`src/rtl/mips_ctrl_pkg.sv`:
```
// Shared encodings for the multicycle MIPS controller: opcodes, functs, ALUOp, alucontrol, states.
// ORI support (op 001101) is compiled in only when MIPS_CTRL_ORI_EN is defined.
package mips_ctrl_pkg;

    localparam int unsigned OP_W    = 6;
    localparam int unsigned FUNCT_W = 6;
    localparam int unsigned ALUC_W  = 3;

    localparam logic [OP_W-1:0] OP_LW    = 6'b100011;
    localparam logic [OP_W-1:0] OP_SW    = 6'b101011;
    localparam logic [OP_W-1:0] OP_RTYPE = 6'b000000;
    localparam logic [OP_W-1:0] OP_BEQ   = 6'b000100;
    localparam logic [OP_W-1:0] OP_ADDI  = 6'b001000;
    localparam logic [OP_W-1:0] OP_J     = 6'b000010;
    localparam logic [OP_W-1:0] OP_ORI   = 6'b001101;

    localparam logic [FUNCT_W-1:0] FN_ADD = 6'b100000;
    localparam logic [FUNCT_W-1:0] FN_SUB = 6'b100010;
    localparam logic [FUNCT_W-1:0] FN_AND = 6'b100100;
    localparam logic [FUNCT_W-1:0] FN_OR  = 6'b100101;
    localparam logic [FUNCT_W-1:0] FN_SLT = 6'b101010;

    localparam logic [ALUC_W-1:0] ALUC_ADD = 3'b010;
    localparam logic [ALUC_W-1:0] ALUC_SUB = 3'b110;
    localparam logic [ALUC_W-1:0] ALUC_AND = 3'b000;
    localparam logic [ALUC_W-1:0] ALUC_OR  = 3'b001;
    localparam logic [ALUC_W-1:0] ALUC_SLT = 3'b111;

    typedef enum logic [1:0] {
        ALUOP_ADD   = 2'b00,
        ALUOP_SUB   = 2'b01,
        ALUOP_FUNCT = 2'b10,
        ALUOP_OR    = 2'b11
    } aluop_e;

    typedef enum logic [3:0] {
        S_FETCH   = 4'd0,
        S_DECODE  = 4'd1,
        S_MEMADR  = 4'd2,
        S_MEMRD   = 4'd3,
        S_MEMWB   = 4'd4,
        S_MEMWR   = 4'd5,
        S_EXECUTE = 4'd6,
        S_ALUWB   = 4'd7,
        S_BRANCH  = 4'd8,
        S_ADDIEX  = 4'd9,
        S_ADDIWB  = 4'd10,
`ifdef MIPS_CTRL_ORI_EN
        S_ORIEX   = 4'd12,
        S_ORIWB   = 4'd13,
`endif
        S_JUMP    = 4'd11
    } state_e;

endpackage

```
`src/rtl/mips_aludec.sv`:
```
// ALU decoder: maps ALUOp (and funct in funct-mode) to the 3-bit alucontrol code.
module mips_aludec
    import mips_ctrl_pkg::*;
(
    input  logic [1:0]         aluop,
    input  logic [FUNCT_W-1:0] funct,
    output logic [ALUC_W-1:0]  alucontrol
);

    always_comb begin
        alucontrol = ALUC_ADD;
        case (aluop)
            ALUOP_ADD: alucontrol = ALUC_ADD;
            ALUOP_SUB: alucontrol = ALUC_SUB;
            ALUOP_OR:  alucontrol = ALUC_OR;
            default: begin
                // Unknown functs fall back to add; regwrite is decided by the FSM, not here.
                case (funct)
                    FN_ADD:  alucontrol = ALUC_ADD;
                    FN_SUB:  alucontrol = ALUC_SUB;
                    FN_AND:  alucontrol = ALUC_AND;
                    FN_OR:   alucontrol = ALUC_OR;
                    FN_SLT:  alucontrol = ALUC_SLT;
                    default: alucontrol = ALUC_ADD;
                endcase
            end
        endcase
    end

endmodule

```
`src/rtl/mips_multicycle_ctrl.sv`:
```
// Multicycle MIPS main controller: state flop, next-state logic, Moore output decode, pcen gate.
// Define MIPS_CTRL_ORI_EN to add the ori path (ORIEX/ORIWB, immzx).
module mips_multicycle_ctrl
    import mips_ctrl_pkg::*;
(
    input  logic               clk,
    input  logic               reset,
    input  logic [OP_W-1:0]    op,
    input  logic [FUNCT_W-1:0] funct,
    input  logic               zero,
    output logic               pcen,
    output logic               memwrite,
    output logic               irwrite,
    output logic               regwrite,
    output logic               alusrca,
    output logic [1:0]         alusrcb,
    output logic               iord,
    output logic               memtoreg,
    output logic               regdst,
    output logic [1:0]         pcsrc,
    output logic [ALUC_W-1:0]  alucontrol,
    output logic               immzx
);

    state_e      state_q, state_d;
    logic        pcwrite, branch;
    logic [1:0]  aluop;

    always_ff @(posedge clk or posedge reset) begin
        if (reset) state_q <= S_FETCH;
        else       state_q <= state_d;
    end

    always_comb begin
        state_d  = S_FETCH;
        pcwrite  = 1'b0;
        branch   = 1'b0;
        memwrite = 1'b0;
        irwrite  = 1'b0;
        regwrite = 1'b0;
        alusrca  = 1'b0;
        alusrcb  = 2'b00;
        iord     = 1'b0;
        memtoreg = 1'b0;
        regdst   = 1'b0;
        pcsrc    = 2'b00;
        aluop    = ALUOP_ADD;
        immzx    = 1'b0;
        case (state_q)
            S_DECODE: begin
                alusrcb = 2'b11;
                case (op)
                    OP_LW, OP_SW: state_d = S_MEMADR;
                    OP_RTYPE:     state_d = S_EXECUTE;
                    OP_BEQ:       state_d = S_BRANCH;
                    OP_ADDI:      state_d = S_ADDIEX;
                    OP_J:         state_d = S_JUMP;
`ifdef MIPS_CTRL_ORI_EN
                    OP_ORI:       state_d = S_ORIEX;
`endif
                    default:      state_d = S_FETCH;
                endcase
            end
            S_MEMADR: begin
                alusrca = 1'b1;
                alusrcb = 2'b10;
                state_d = (op == OP_SW) ? S_MEMWR : S_MEMRD;
            end
            S_MEMRD: begin
                iord    = 1'b1;
                state_d = S_MEMWB;
            end
            S_MEMWB: begin
                memtoreg = 1'b1;
                regwrite = 1'b1;
            end
            S_MEMWR: begin
                iord     = 1'b1;
                memwrite = 1'b1;
            end
            S_EXECUTE: begin
                alusrca = 1'b1;
                aluop   = ALUOP_FUNCT;
                state_d = S_ALUWB;
            end
            S_ALUWB: begin
                regdst   = 1'b1;
                regwrite = 1'b1;
            end
            S_BRANCH: begin
                alusrca = 1'b1;
                aluop   = ALUOP_SUB;
                pcsrc   = 2'b01;
                branch  = 1'b1;
            end
            S_ADDIEX: begin
                alusrca = 1'b1;
                alusrcb = 2'b10;
                state_d = S_ADDIWB;
            end
            S_ADDIWB: regwrite = 1'b1;
            S_JUMP: begin
                pcsrc   = 2'b10;
                pcwrite = 1'b1;
            end
`ifdef MIPS_CTRL_ORI_EN
            S_ORIEX: begin
                alusrca = 1'b1;
                alusrcb = 2'b10;
                immzx   = 1'b1;
                aluop   = ALUOP_OR;
                state_d = S_ORIWB;
            end
            S_ORIWB: regwrite = 1'b1;
`endif
            // FETCH, and any code outside the state set, behaves as FETCH.
            default: begin
                alusrcb = 2'b01;
                irwrite = 1'b1;
                pcwrite = 1'b1;
                state_d = S_DECODE;
            end
        endcase
    end

    assign pcen = pcwrite | (branch & zero);

    mips_aludec u_aludec (
        .aluop      (aluop),
        .funct      (funct),
        .alucontrol (alucontrol)
    );

endmodule

```
`config.mk`:
```
export PLATFORM = sky130hd
export DESIGN_NAME = mips_multicycle_ctrl
export DESIGN_NICKNAME = d
export VERILOG_FILES = /design/src/rtl/mips_ctrl_pkg.sv /design/src/rtl/mips_aludec.sv /design/src/rtl/mips_multicycle_ctrl.sv
export SDC_FILE = /design/constraint.sdc
export NUM_CORES = 1
export LEC_CHECK = 0
export BUFFER_PORTS_ARGS = -buffer_cell sky130_fd_sc_hd__buf_2
export CAP_MARGIN = 20
export CORE_AREA = 2 2 39 41
export CTS_CLUSTER_DIAMETER = 100
export DETAILED_ROUTE_END_ITERATION = 8
export DIE_AREA = 0 0 41 43
export PLACE_DENSITY = 0.73
export SLEW_MARGIN = 0
export SYNTH_ARGS = -nofsm -noshare
export SYNTH_HDL_FRONTEND = slang
export SYNTH_SLANG_ARGS = --single-unit
```
`constraint.sdc`:
```
create_clock -name clk -period 1.9 [get_ports clk]
set_clock_uncertainty 0.15 [all_clocks]
set_input_delay 0.095 -clock clk [delete_from_list [all_inputs] [get_ports clk]]
set_output_delay 0.095 -clock clk [all_outputs]
set_load 0.05 [all_outputs]
```
After elaboration in Yosys (flattened, before gate mapping)
Index checks and enable logic that the tools add are counted.
W data, S select, Z words.
{"block": "totals", "register_bits": 4, "in_bits": 15, "output_inout_bits": 16, "wordCells": 53}
{"block": "op_classes", "eq_ne": 22, "n_mux": 17, "bitwise": 2, "n_reduce_logical": 11}
{"operator": "$eq A6 B6 Y1 const B", "n": 6}
{"operator": "$pmux W4 S6", "n": 1}
{"operator": "$pmux W4 S5", "n": 1}
{"operator": "$eq A4 B3 Y1 const B", "n": 4}
{"operator": "$eq A4 B4 Y1 const B", "n": 4}
{"operator": "$pmux W3 S4", "n": 1}
{"operator": "$reduce_or A11 Y1", "n": 1}
{"operator": "$reduce_or A10 Y1", "n": 1}
{"operator": "$mux W1", "n": 9}
{"operator": "$pmux W3 S3", "n": 1}
{"operator": "$eq A4 B2 Y1 const B", "n": 2}
{"operator": "$pmux W2 S2", "n": 2}
{"operator": "$reduce_or A8 Y1", "n": 1}
{"operator": "$eq A6 B2 Y1 const B", "n": 1}
{"operator": "$eq A6 B3 Y1 const B", "n": 1}
{"operator": "$eq A6 B4 Y1 const B", "n": 1}
{"operator": "$logic_not A6 Y1", "n": 1}
{"operator": "$pmux W2 S3", "n": 1}
{"operator": "$reduce_or A2 Y1", "n": 3}
{"operator": "$reduce_or A6 Y1", "n": 1}
{"operator": "$eq A4 B1 Y1 const B", "n": 1}
{"operator": "$reduce_or A4 Y1", "n": 1}
{"operator": "$mux W3", "n": 1}
{"operator": "$reduce_or A3 Y1", "n": 1}
{"operator": "other kinds (5)", "n": 5}

Depth between registers and ports, before layout
Gate-level depths: netlist (run 1).
{"block": "logic_depth", "ltp_word": 4, "depth_mapped": 5, "ltp_nobuf": 4}

Modules after synthesis
From an unflattened synthesis (run 1), not the netlist that was laid out.
{"block": "unflattened", "cells_unflattened": 77, "hier_area_um2": 559.3}
{"mod": "mips_multicycle_ctrl", "n_inst": 1, "cells_per_inst": 66, "area_per_inst_um2": 478.0, "seq_area_each_um2": 100.1}
{"mod": "mips_aludec", "n_inst": 1, "cells_per_inst": 11, "area_per_inst_um2": 81.3, "seq_area_each_um2": 0.0}

Least setup slack after synthesis (run 1)
No wires, ideal clock.
{"block": "synth_timing", "path_kind": "register -> output", "from": "reg state_q[3]", "to": "out alucontrol[2]", "t_arrival_ns": 1.922, "t_required_ns": 1.655, "setup_slack_ns": -0.267, "path_stages_with_launch": 6, "path_buffers": 1, "path_cell_list": "dfrtp_1 > buf_6 > inv_6 > nand2_4 > or4b_4 > o22ai_1"}
{"block": "synth_between", "elab_chain_len": 4, "word_cells_on_any_way": 7, "cone_classes": "4 x eq/ne; 2 x mux; 1 x reduce/logical"}
{"element": "from (decl)", "line_no": "mips_multicycle_ctrl.sv:25", "text": "state_e state_q, state_d;"}
{"element": "from (signal assigned)", "line_no": "mips_multicycle_ctrl.sv:31", "text": "else state_q <= state_d;"}
{"element": "$eq A4 B4 Y1 / $eq A4 B3 Y1 (equally long branches)", "line_no": "mips_multicycle_ctrl.sv:49", "text": "case (state_q)"}
{"element": "$pmux W2 S2 *", "line_no": "mips_multicycle_ctrl.sv:49"}
{"element": "$eq A2 B2 Y1, or another cell as far along", "line_no": "mips_aludec.sv:12", "text": "case (aluop)"}
{"element": "$pmux W3 S3 *", "line_no": "mips_aludec.sv:12"}
{"element": "to (decl)", "line_no": "mips_multicycle_ctrl.sv:21", "text": "output logic [ALUC_W-1:0] alucontrol,"}
Every way passes the cells marked *; elsewhere a longest branch is shown, timed or not.

Final worst setup path (run 1)
{"block": "layout_timing", "from": "reg state_q[3]", "to": "out alucontrol[1]"}
Same word-level chain as after synthesis.

==> impl_table.tex, run 1 <==
\begin{tabular}{lr}
\hline
Metric & Value \\
\hline
\multicolumn{2}{l}{\textbf{Pwr}} \\
\quad Comb power frac & 79.3\% \\
\quad Part of the total power dissipated in the clock network & 8.9\% \\
\quad Leakage power total & between 0.0003 and 0.0004 µW \\
\quad Peak VDD IR & 0.000504 V \\
\quad Proportion of total power due to net switching & 61.2\% \\
\quad Cell Pwr Density & roughly 1400 mW/mm² \\
\quad Sequential share of power & 11.8\% \\
\quad Final total power & 1130 µW \\
\quad Int Pwr & 439 µW \\
\quad P\_sw & 693 µW \\
\multicolumn{2}{l}{\textbf{Logic synthesis}} \\
\quad Main combinational cell family by area after synthesis & simple AND/OR/NAND/NOR gates \\
\quad Most instantiated library cell after synthesis & sky130\_fd\_sc\_hd\_\_nand2\_1 \\
\quad Share of the yosys chip area belonging to registers & between 10\% and 20\% \\
\quad Simple-gate portion of the synthesized area & between 40\% and 50\% \\
\quad Share of flip-flops with an asynchronous set or reset after synthesis & 100\% \\
\quad Multiplexer fraction of the synthesized cell area & 0\% \\
\quad Post-synthesis net count & 92 \\
\quad Post-synth cell types & 29 \\
\quad Proportion of netlist area held by the largest area contributor & 19.6\% \\
\quad Primary FF master, synth & sky130\_fd\_sc\_hd\_\_dfrtp\_1 \\
\quad Post-synth design cell area & 512 µm² \\
\quad Top cells by count, synth & 14 x sky130\_fd\_sc\_hd\_\_nand2\_1, 9 x sky130\_fd\_sc\_hd\_\_nor2\_1, 6 x sky130\_fd\_sc\_hd\_\_a21oi\_1 \\
\quad Xor/xnor cell area share of the yosys netlist & under 10\% \\
\quad Post-synthesis adder-cell area fraction & 0\% \\
\quad Total of flip-flops plus latches after synthesis & 4 \\
\quad Number of enable-type register cells in the synthesized netlist & 0 \\
\quad Cell types occupying the most area after synthesis & sky130\_fd\_sc\_hd\_\_dfrtp\_1 20\%, sky130\_fd\_sc\_hd\_\_nand2\_1 10\%, sky130\_fd\_sc\_hd\_\_nor2\_1 6.6\%, sky130\_fd\_sc\_hd\_\_a21oi\_1 5.9\%, sky130\_fd\_sc\_hd\_\_xor2\_1 5.1\% \\
\quad Total of warnings raised by yosys & 0 \\
\quad Cells after Synth & 77 \\
\quad Syn Area/Cell & roughly 6.6 µm² \\
\quad Largest area contributor in the netlist & sky130\_fd\_sc\_hd\_\_dfrtp\_1 \\
\quad Compound-gate portion of the synthesized area & 19.3\% \\
\multicolumn{2}{l}{\textbf{Critical path}} \\
\quad Launching element type of the critical path & register \\
\quad Reg2reg path depth & 5 \\
\quad Arr. time, crit path & 1710 ps \\
\quad Delay of the slowest critical-path stage & roughly 550 ps \\
\quad Library cell contributing the largest single delay on the critical path & sky130\_fd\_sc\_hd\_\_or4b\_4 \\
\quad Reg-to-reg critical path startpoint & state\_q[2] \\
\quad Critical Path End & alucontrol[1] \\
\quad Cell family with the largest share of critical-path delay & simple AND/OR/NAND/NOR gates \\
\quad Critical path class & register to output pin \\
\quad Worst path cell trace & clkinv\_4, nand2\_4, or4b\_4, or2\_1, buf\_6 \\
\quad Number of cells on the critical path & 5 \\
\quad Number of buffer and inverter instances along the worst setup path & 2 \\
\quad Slack of the worst reg-to-reg path & between 150 and 200 ps \\
\quad Worst reg2reg path endpoint & state\_q[1] \\
\quad Endpoint type of the worst setup path & output pin \\
\quad Critical Path RT & 1650 ps \\
\quad CP max FO & 4 \\
\quad Source of the critical timing path & state\_q[3] \\
\multicolumn{2}{l}{\textbf{Floorplanning}} \\
\quad Die outline area & 0.00176 mm² \\
\quad Effective utilization at floorplan & 37.0\% \\
\quad X dimension of the die & 41 µm \\
\quad Cell row count & 14 \\
\quad Core area & between 0.001 and 0.0015 mm² \\
\quad Die Y & between 40 and 50 µm \\
\quad I/O Pins & 31 \\
\multicolumn{2}{l}{\textbf{Clocking}} \\
\quad Root buffer selected by CTS & sky130\_fd\_sc\_hd\_\_clkbuf\_4 \\
\quad Max Buffers Root-to-Sink & 2 \\
\quad Insertion delay of the later-clocked pin in the worst-skew pair & 220 ps \\
\quad CTS HTree Levels & 1 \\
\quad Number of buffers inserted during clock tree synthesis & 3 \\
\quad CTS tree & yes \\
\quad Total number of clock tree sinks & 4 \\
\quad Clock edge transition at the registers on the reported setup and hold paths & 40 ps \\
\multicolumn{2}{l}{\textbf{Cells and area}} \\
\quad Final Instance Area & about 790 µm² \\
\quad Ant. Diodes & 0 \\
\quad Number of flip-flops in the largest register & 4 \\
\quad Cell Count, Final, Fillers Out & 131 \\
\quad Final nets & 132 \\
\quad Final core area utilization & 57.1\% \\
\quad Biggest regs & state\_q (4) \\
\quad Signed area change from the synthesized netlist to the final layout & 54.3\% \\
\quad Fraction of final layout cells with drive strength greater than 1 & 40.9\% \\
\quad Largest register by flop count & state\_q \\
\multicolumn{2}{l}{\textbf{Global routing}} \\
\quad Met2 track demand over resource in global routing & 30.6\% \\
\quad Maximum number of pins on one net before global-route repair & 12 \\
\quad Overall global routing resource usage & 18.0\% \\
\quad GRT Max-Usage Layer & met2 \\
\quad Initial antenna violation count & 0 \\
\quad Total congestion overflow after global routing & 0 \\
\quad First-pass GRT wire length & 2.34 mm \\
\quad Fraction of met1 tracks used by global routing & 23.5\% \\
\quad Via count of the first global-routing pass & 614 \\
\quad Met3 global-route usage & less than 1\% \\
\multicolumn{2}{l}{\textbf{Hold path}} \\
\quad Type of the worst min-delay path & primary input to register \\
\multicolumn{2}{l}{\textbf{STA}} \\
\quad Final Hold Fails & 0 \\
\quad Clock period minus final worst setup slack & 1960 ps \\
\quad Highest achievable clock rate & 0.511 GHz \\
\quad Setup repair after global routing missed its margin & yes \\
\quad Final max-slew violation count & 0 \\
\quad Aggregate negative setup slack & -57.6 ps \\
\quad Finish-stage setup viols & 1 \\
\quad Final critical-path setup slack & -57.6 ps \\
\quad Fraction of the cycle the final worst path needs & 103\% \\
\multicolumn{2}{l}{\textbf{Place}} \\
\quad Count of port buffers added during placement & 29 \\
\quad HPWL after detailed placement & 1.12 mm \\
\quad Placer Congestion & 0.846 \\
\quad Placed Instances & 121 \\
\quad Post-Place Cell Area & 688 µm² \\
\multicolumn{2}{l}{\textbf{Status}} \\
\quad Result of the run & finished, violations left \\
\quad Failing checks & setup timing \\
\multicolumn{2}{l}{\textbf{Routing}} \\
\quad Post-DR vias/cell & 5.24 \\
\quad Number of DRC violations after detailed routing & 0 \\
\quad Vias post-DR & 687 \\
\quad Post-route antenna net violation count & 0 \\
\quad Detailed router's first-iteration violation count & 13 \\
\quad Final routed wire length divided by cell count & $\sim$11 µm \\
\quad Sum of routed wire length over all layers & 1.50 mm \\
\quad Detailed-routing iteration count for the pre-antenna-repair pass & 4 \\
\multicolumn{2}{l}{\textbf{Run}} \\
\quad Max-capacitance violation count & 0 \\
\hline
\end{tabular}
[final cells by class]
cell class                      count  area [µm²]
Sequential cell                     4         100
Timing Repair Buffer               40         254
Inverter                            4        20.0
Clock buffer                        3        22.5
Fill cell                         137         594
Tap cell                           16        20.0
Multi-Input combinational cell     64         373
[layout by cell type (no fill, tap or decap), types with 2 or more instances in the layout]
cell type                       instances
sky130_fd_sc_hd__o22ai_1                2
sky130_fd_sc_hd__buf_2                 26
sky130_fd_sc_hd__nor4_1                 2
sky130_fd_sc_hd__nor3_1                 4
sky130_fd_sc_hd__a21oi_1                5
sky130_fd_sc_hd__inv_1                  3
sky130_fd_sc_hd__buf_4                  8
sky130_fd_sc_hd__dfrtp_1                4
sky130_fd_sc_hd__clkbuf_4               3
sky130_fd_sc_hd__nand2_1               14
sky130_fd_sc_hd__a31oi_1                2
sky130_fd_sc_hd__buf_6                  3
sky130_fd_sc_hd__nand4_1                2
sky130_fd_sc_hd__dlygate4sd3_1          3
sky130_fd_sc_hd__nor2_1                 9
sky130_fd_sc_hd__nand3_1                5
sky130_fd_sc_hd__xor2_1                 3
[repair_timing]
item                                    CTS  global route
buffers inserted                          1             3
hold endpoints to repair                  5             0
endpoints found under the setup margin    3             3
hold buffers                              3             0
pin swaps                                 1             2
resized for setup                         4             3
[metal layers]
metal / share of wire, % / up-vias
met5: 0 / -
met4: 1.1 / 0
met3: 6.4 / 2
met2: 50 / 33
met1: 42 / 304
li1: - / 348
[power groups by stage]
stage	clock network (µW)	logic (µW)	registers (µW)
floorplan	0	681	122
finish	101	898	133
global placement	0	849	135
detailed placement	0	851	136
CTS	103	862	134
global route	105	953	136
[worst reg2reg max path, cell delays in order, from the launching register on]
cell                       delay, ps
sky130_fd_sc_hd__dfrtp_1         400
sky130_fd_sc_hd__buf_4           190
sky130_fd_sc_hd__nor2_1          180
sky130_fd_sc_hd__nand2_1         100
sky130_fd_sc_hd__or4_1           470
sky130_fd_sc_hd__o221ai_1        110
[through the flow]
step / hold slack (ps) / setup WS, ps
6_report: 88.5 / -57.6
4_1_cts: 87.3 / -42.4
3_3_place_gp: -172 / 127
2_1_floorplan: -289 / 50.0
3_5_place_dp: -173 / 106
5_1_grt: 108 / -101
[logic make-up after synthesis]
| family | after synthesis |
|---|---|
| AO/OA/AOI/OAI | 16 |
| AND/OR/NAND/NOR | 43 |
| buffers and inverters | 9 |
| flip-flops | 4 |
| XOR/XNOR | 4 |
| other | 1 |
[worst min-delay path by stage]
stage / startpoint / end / cells after the start
2_1_floorplan: reset / state_q[0] / 1
3_3_place_gp: reset / state_q[3] / 2
3_5_place_dp: reset / state_q[1] / 2
4_1_cts: op[5] / state_q[2] / 4
5_1_grt: op[5] / state_q[3] / 4
6_report: op[5] / state_q[2] / 4
(Power assumes the default switching activity.)
==> inputs of run 2 (changes only) <==
ABC_AREA = 1   (was default)
CORE_AREA = default   (was 2 2 39 41)
CORE_MARGIN = 2   (was default)
CORE_UTILIZATION = 43   (was default)
DIE_AREA = default   (was 0 0 41 43)
PLACE_DENSITY = 0.78   (was 0.73)
==> run 2 against run 1 <==
Effect of this change:
- the flow now finishes without violations
- power decreased by 7.5%
- hold slack worse by 67 ps
- synthesized cell count grew 29%
- non-clock buffer count decreased by 10
- worst setup slack gained 180 ps
- critical endpoint is now alucontrol[2]
- highest routed layer unchanged
==> impl_table.tex, run 2 <==
\begin{tabular}{lr}
\hline
Metric & Value \\
\hline
\multicolumn{2}{l}{\textbf{Cells and area}} \\
\quad Final Instance Area & 763 µm² (-3.3\%) \\
\quad Sequential Area & 100 µm² (unchanged) \\
\quad Most used cells in the layout excluding fill and tap cells & 28 x sky130\_fd\_sc\_hd\_\_buf\_2, 25 x sky130\_fd\_sc\_hd\_\_nand2\_1, 22 x sky130\_fd\_sc\_hd\_\_nor2\_1 \\
\quad Signed area change from the synthesized netlist to the final layout & 34.7\% \\
\quad Area used by multi-input combinational logic & 412 µm² (+10\%) \\
\quad Biggest regs & state\_q (4) \\
\quad Fraction of final layout cells with drive strength greater than 1 & 38.2\% (-2.7 points) \\
\quad Most common library cell in the layout ignoring fill and taps & sky130\_fd\_sc\_hd\_\_buf\_2 \\
\quad Ant. Diodes & 0 (unchanged) \\
\quad Final nets & 148 (+12\%) \\
\quad Number of flip-flops in the largest register & 4 (unchanged) \\
\quad Filler instances & 135 (-1.5\%) \\
\quad Largest register by flop count & state\_q \\
\multicolumn{2}{l}{\textbf{Global routing}} \\
\quad Maximum number of pins on one net before global-route repair & 7 (-5) \\
\quad Total congestion overflow after global routing & 0 (unchanged) \\
\quad Via count of the first global-routing pass & 516 (-16\%) \\
\quad Initial antenna violation count & 0 (unchanged) \\
\quad Overall global routing resource usage & 20.4\% (+2.4 points) \\
\quad First-pass GRT wire length & 2.06 mm (-12\%) \\
\multicolumn{2}{l}{\textbf{Run}} \\
\quad Max-capacitance violation count & 0 (unchanged) \\
\multicolumn{2}{l}{\textbf{Clocking}} \\
\quad CTS tree & yes \\
\quad Setup fix buffers added after clock tree synthesis & 0 (-1) \\
\quad Number of buffers inserted during clock tree synthesis & 3 (unchanged) \\
\quad CTS HTree Levels & 1 (unchanged) \\
\quad Clock edge transition at the registers on the reported setup and hold paths & 40 ps (about the same) \\
\quad Root buffer selected by CTS & sky130\_fd\_sc\_hd\_\_clkbuf\_4 \\
\quad Total number of clock tree sinks & 4 (unchanged) \\
\quad Insertion delay of the later-clocked pin in the worst-skew pair & 240 ps (+20 ps) \\
\quad Max Buffers Root-to-Sink & 2 (unchanged) \\
\multicolumn{2}{l}{\textbf{Critical path}} \\
\quad Slack of the worst reg-to-reg path & 620 ps (+430 ps) \\
\quad Library cell contributing the largest single delay on the critical path & sky130\_fd\_sc\_hd\_\_dfrtp\_1 \\
\quad Worst path cell trace & nor2\_1, inv\_1, nor2\_2, nor2\_1, nor2\_2, clkbuf\_4 \\
\quad Reg2reg path depth & 6 (+1) \\
\quad Arr. time, crit path & 1530 ps (-180 ps) \\
\quad Source of the critical timing path & state\_q[1] \\
\quad Critical path class & register to output pin \\
\quad Worst reg2reg path endpoint & state\_q[1] \\
\quad Reg-to-reg critical path startpoint & state\_q[1] \\
\quad Launching element type of the critical path & register \\
\quad CP max FO & 5 (+1) \\
\quad Delay of the slowest critical-path stage & 440 ps (-110 ps) \\
\quad Endpoint type of the worst setup path & output pin \\
\quad Critical Path RT & 1650 ps (about the same) \\
\multicolumn{2}{l}{\textbf{Logic synthesis}} \\
\quad Cells after Synth & 99 (+29\%) \\
\quad Cell types occupying the most area after synthesis & sky130\_fd\_sc\_hd\_\_dfrtp\_1 18\%, sky130\_fd\_sc\_hd\_\_nand2\_1 17\%, sky130\_fd\_sc\_hd\_\_nor2\_1 16\%, sky130\_fd\_sc\_hd\_\_inv\_1 7.3\%, sky130\_fd\_sc\_hd\_\_nand2\_4 6.0\% \\
\quad Share of the yosys chip area belonging to registers & 17.7\% (-1.9 points) \\
\quad Post-synth cell types & 22 (-24\%) \\
\quad Most instantiated library cell after synthesis & sky130\_fd\_sc\_hd\_\_nand2\_1 \\
\quad Largest area contributor in the netlist & sky130\_fd\_sc\_hd\_\_dfrtp\_1 \\
\quad Total of flip-flops plus latches after synthesis & 4 (unchanged) \\
\quad Proportion of netlist area held by the largest area contributor & 17.7\% (-1.9 points) \\
\quad Top cells by count, synth & 25 x sky130\_fd\_sc\_hd\_\_nand2\_1, 24 x sky130\_fd\_sc\_hd\_\_nor2\_1, 11 x sky130\_fd\_sc\_hd\_\_inv\_1 \\
\quad Post-synthesis net count & 114 (+24\%) \\
\quad Primary FF master, synth & sky130\_fd\_sc\_hd\_\_dfrtp\_1 \\
\quad Number of enable-type register cells in the synthesized netlist & 0 (unchanged) \\
\quad Share of flip-flops with an asynchronous set or reset after synthesis & 100\% (unchanged) \\
\quad Post-synth design cell area & 567 µm² (+11\%) \\
\quad Total of warnings raised by yosys & 0 (unchanged) \\
\quad Syn Area/Cell & 5.73 µm² (-14\%) \\
\multicolumn{2}{l}{\textbf{Hold path}} \\
\quad Hold Path Depth & 4 (unchanged) \\
\quad End of the worst hold path & state\_q[2] \\
\quad Source of the worst hold timing path & op[3] \\
\quad Type of the worst min-delay path & primary input to register \\
\multicolumn{2}{l}{\textbf{Routing}} \\
\quad Vias post-DR & 690 (+0.44\%) \\
\quad Number of DRC violations after detailed routing & 0 (unchanged) \\
\quad Sum of routed wire length over all layers & 1.35 mm (-10\%) \\
\quad Post-DR vias/cell & 4.73 (-9.9\%) \\
\quad Final routed wire length divided by cell count & 9.22 µm (-19\%) \\
\quad Detailed-routing iteration count for the pre-antenna-repair pass & 4 (unchanged) \\
\quad Detailed router's first-iteration violation count & 16 (+3) \\
\quad Post-route antenna net violation count & 0 (unchanged) \\
\multicolumn{2}{l}{\textbf{Pwr}} \\
\quad Leakage power total & 0.000462 µW (+18\%) \\
\quad Cell Pwr Density & 1370 mW/mm² (-4.3\%) \\
\quad Part of the total power dissipated in the clock network & 10.4\% (+1.5 points) \\
\quad Int Pwr & 373 µW (-15\%) \\
\quad Sequential share of power & 14.6\% (+2.8 points) \\
\quad Proportion of total power due to net switching & 64.3\% (+3.1 points) \\
\quad P\_sw & 673 µW (-2.8\%) \\
\quad Comb power frac & 75.0\% (-4.3 points) \\
\quad Peak VDD IR & 0.000525 V (+4.0\%) \\
\multicolumn{2}{l}{\textbf{STA}} \\
\quad Hold Slack & 21.2 ps (-67.3 ps) \\
\quad Setup repair after global routing missed its margin & no \\
\quad Finish-stage setup viols & 0 (-1) \\
\quad Final Hold Fails & 0 (unchanged) \\
\quad Final max-slew violation count & 0 (unchanged) \\
\quad Highest achievable clock rate & 0.562 GHz (+10\%) \\
\quad Final critical-path setup slack & 122 ps (+180 ps) \\
\quad Fraction of the cycle the final worst path needs & 93.6\% (-9.5 points) \\
\quad Clock period minus final worst setup slack & 1780 ps (-180 ps) \\
\multicolumn{2}{l}{\textbf{Floorplanning}} \\
\quad I/O Pins & 31 (unchanged) \\
\quad X dimension of the die & 40.3 µm (-1.7\%) \\
\quad Die outline area & 0.00162 mm² (-7.9\%) \\
\quad Cell row count & 13 (-1) \\
\quad Die Y & 40.3 µm (-6.3\%) \\
\quad Effective utilization at floorplan & 44.7\% (+7.7 points) \\
\quad Core area & 0.00127 mm² (-8.3\%) \\
\multicolumn{2}{l}{\textbf{Place}} \\
\quad Minimum setup slack after placement & 367 ps (+260 ps) \\
\quad HPWL after detailed placement & 1.08 mm (-3.5\%) \\
\quad Count of port buffers added during placement & 29 (unchanged) \\
\quad Post-Place Cell Area & 728 µm² (+5.8\%) \\
\quad Placer Congestion & 0.725 (-14\%) \\
\multicolumn{2}{l}{\textbf{Status}} \\
\quad Result of the run & completed \\
\hline
\end{tabular}
## run 2: changes by cell type in the layout (fill, tap and decap cells not counted), sizes merged, moves of 2 or more
cell / delta
nor2: +21
nand2: +15
inv: +11
buf: -9
nor3: -5
o21ai: +5
a21oi: -3
xor2: -3
a31oi: -2
dlygate4sd3: -2
nand2b: -2
nor4: -2
o22ai: -2
## run 2: worst max path at each step
stage	end	slack (ps)	cells past startpoint
finish	alucontrol[2]	120	6
global route	pcen	10	6
global placement	alucontrol[2]	380	6
detailed placement	alucontrol[2]	370	6
floorplan	alucontrol[2]	-60	5
CTS	alucontrol[2]	100	6
## run 2: worst max-delay path: cells and delay by family (launching register included)
kind | cells | cell delay (ps)
simple gates | 4 | 540
flops | 1 | 440
buf+inv | 2 | 320
## run 2: cell type report
class                   count  area share, %
multi-input cells          80           53.9
inverters                  14           6.89
clock buffers               3           2.95
well taps                  15           2.46
flip-flops and latches      4           13.1
repair buffers             30           20.7
## run 2: stage by stage
step	TNS, ps	total power (µW)	utilization, %	std cells
after floorplan	-116	789	-	99
after global placement	0	931	57.4	142
after detailed placement	0	938	57.4	142
after CTS	0	1050	60.0	146
after global routing	0	1130	60.2	146
final	0	1050	60.2	146
## run 2: metal layers
| layer | share of wire [%] | track usage, % | vias to the layer above | wire length, µm |
|---|---|---|---|---|
| met5 | 0 | 0 | - | 0 |
| met4 | 2.7 | 17.5 | 0 | 36 |
| met3 | 4.9 | 5.00 | 4 | 66 |
| met2 | 50 | 30.6 | 21 | 675 |
| met1 | 42 | 23.9 | 296 | 568 |
| li1 | - | - | 369 | - |
## run 2: repair_timing
item	4_1_cts	5_1_grt
resized for setup	0	1
hold buffers	1	0
hold endpoints to repair	4	0
setup endpoints to repair	0	1
## run 2: cell families (layout without fill, tap and decap cells)
logic type,count (synthesis),after routing,share of synthesized area [%]
AO/OA/AOI/OAI,10,10,9.71
buffers and inverters,15,47,10.6
flip-flops,4,4,17.7
other,1,1,0.662
AND/OR/NAND/NOR,69,69,61.4
## run 2: power by group through the flow
stage / Sequential [µW] / Clock (µW) / Combinational, µW
6_report: 153 / 109 / 785
5_1_grt: 158 / 122 / 846
4_1_cts: 153 / 108 / 787
3_5_place_dp: 155 / 0 / 783
3_3_place_gp: 154 / 0 / 778
2_1_floorplan: 149 / 0 / 640
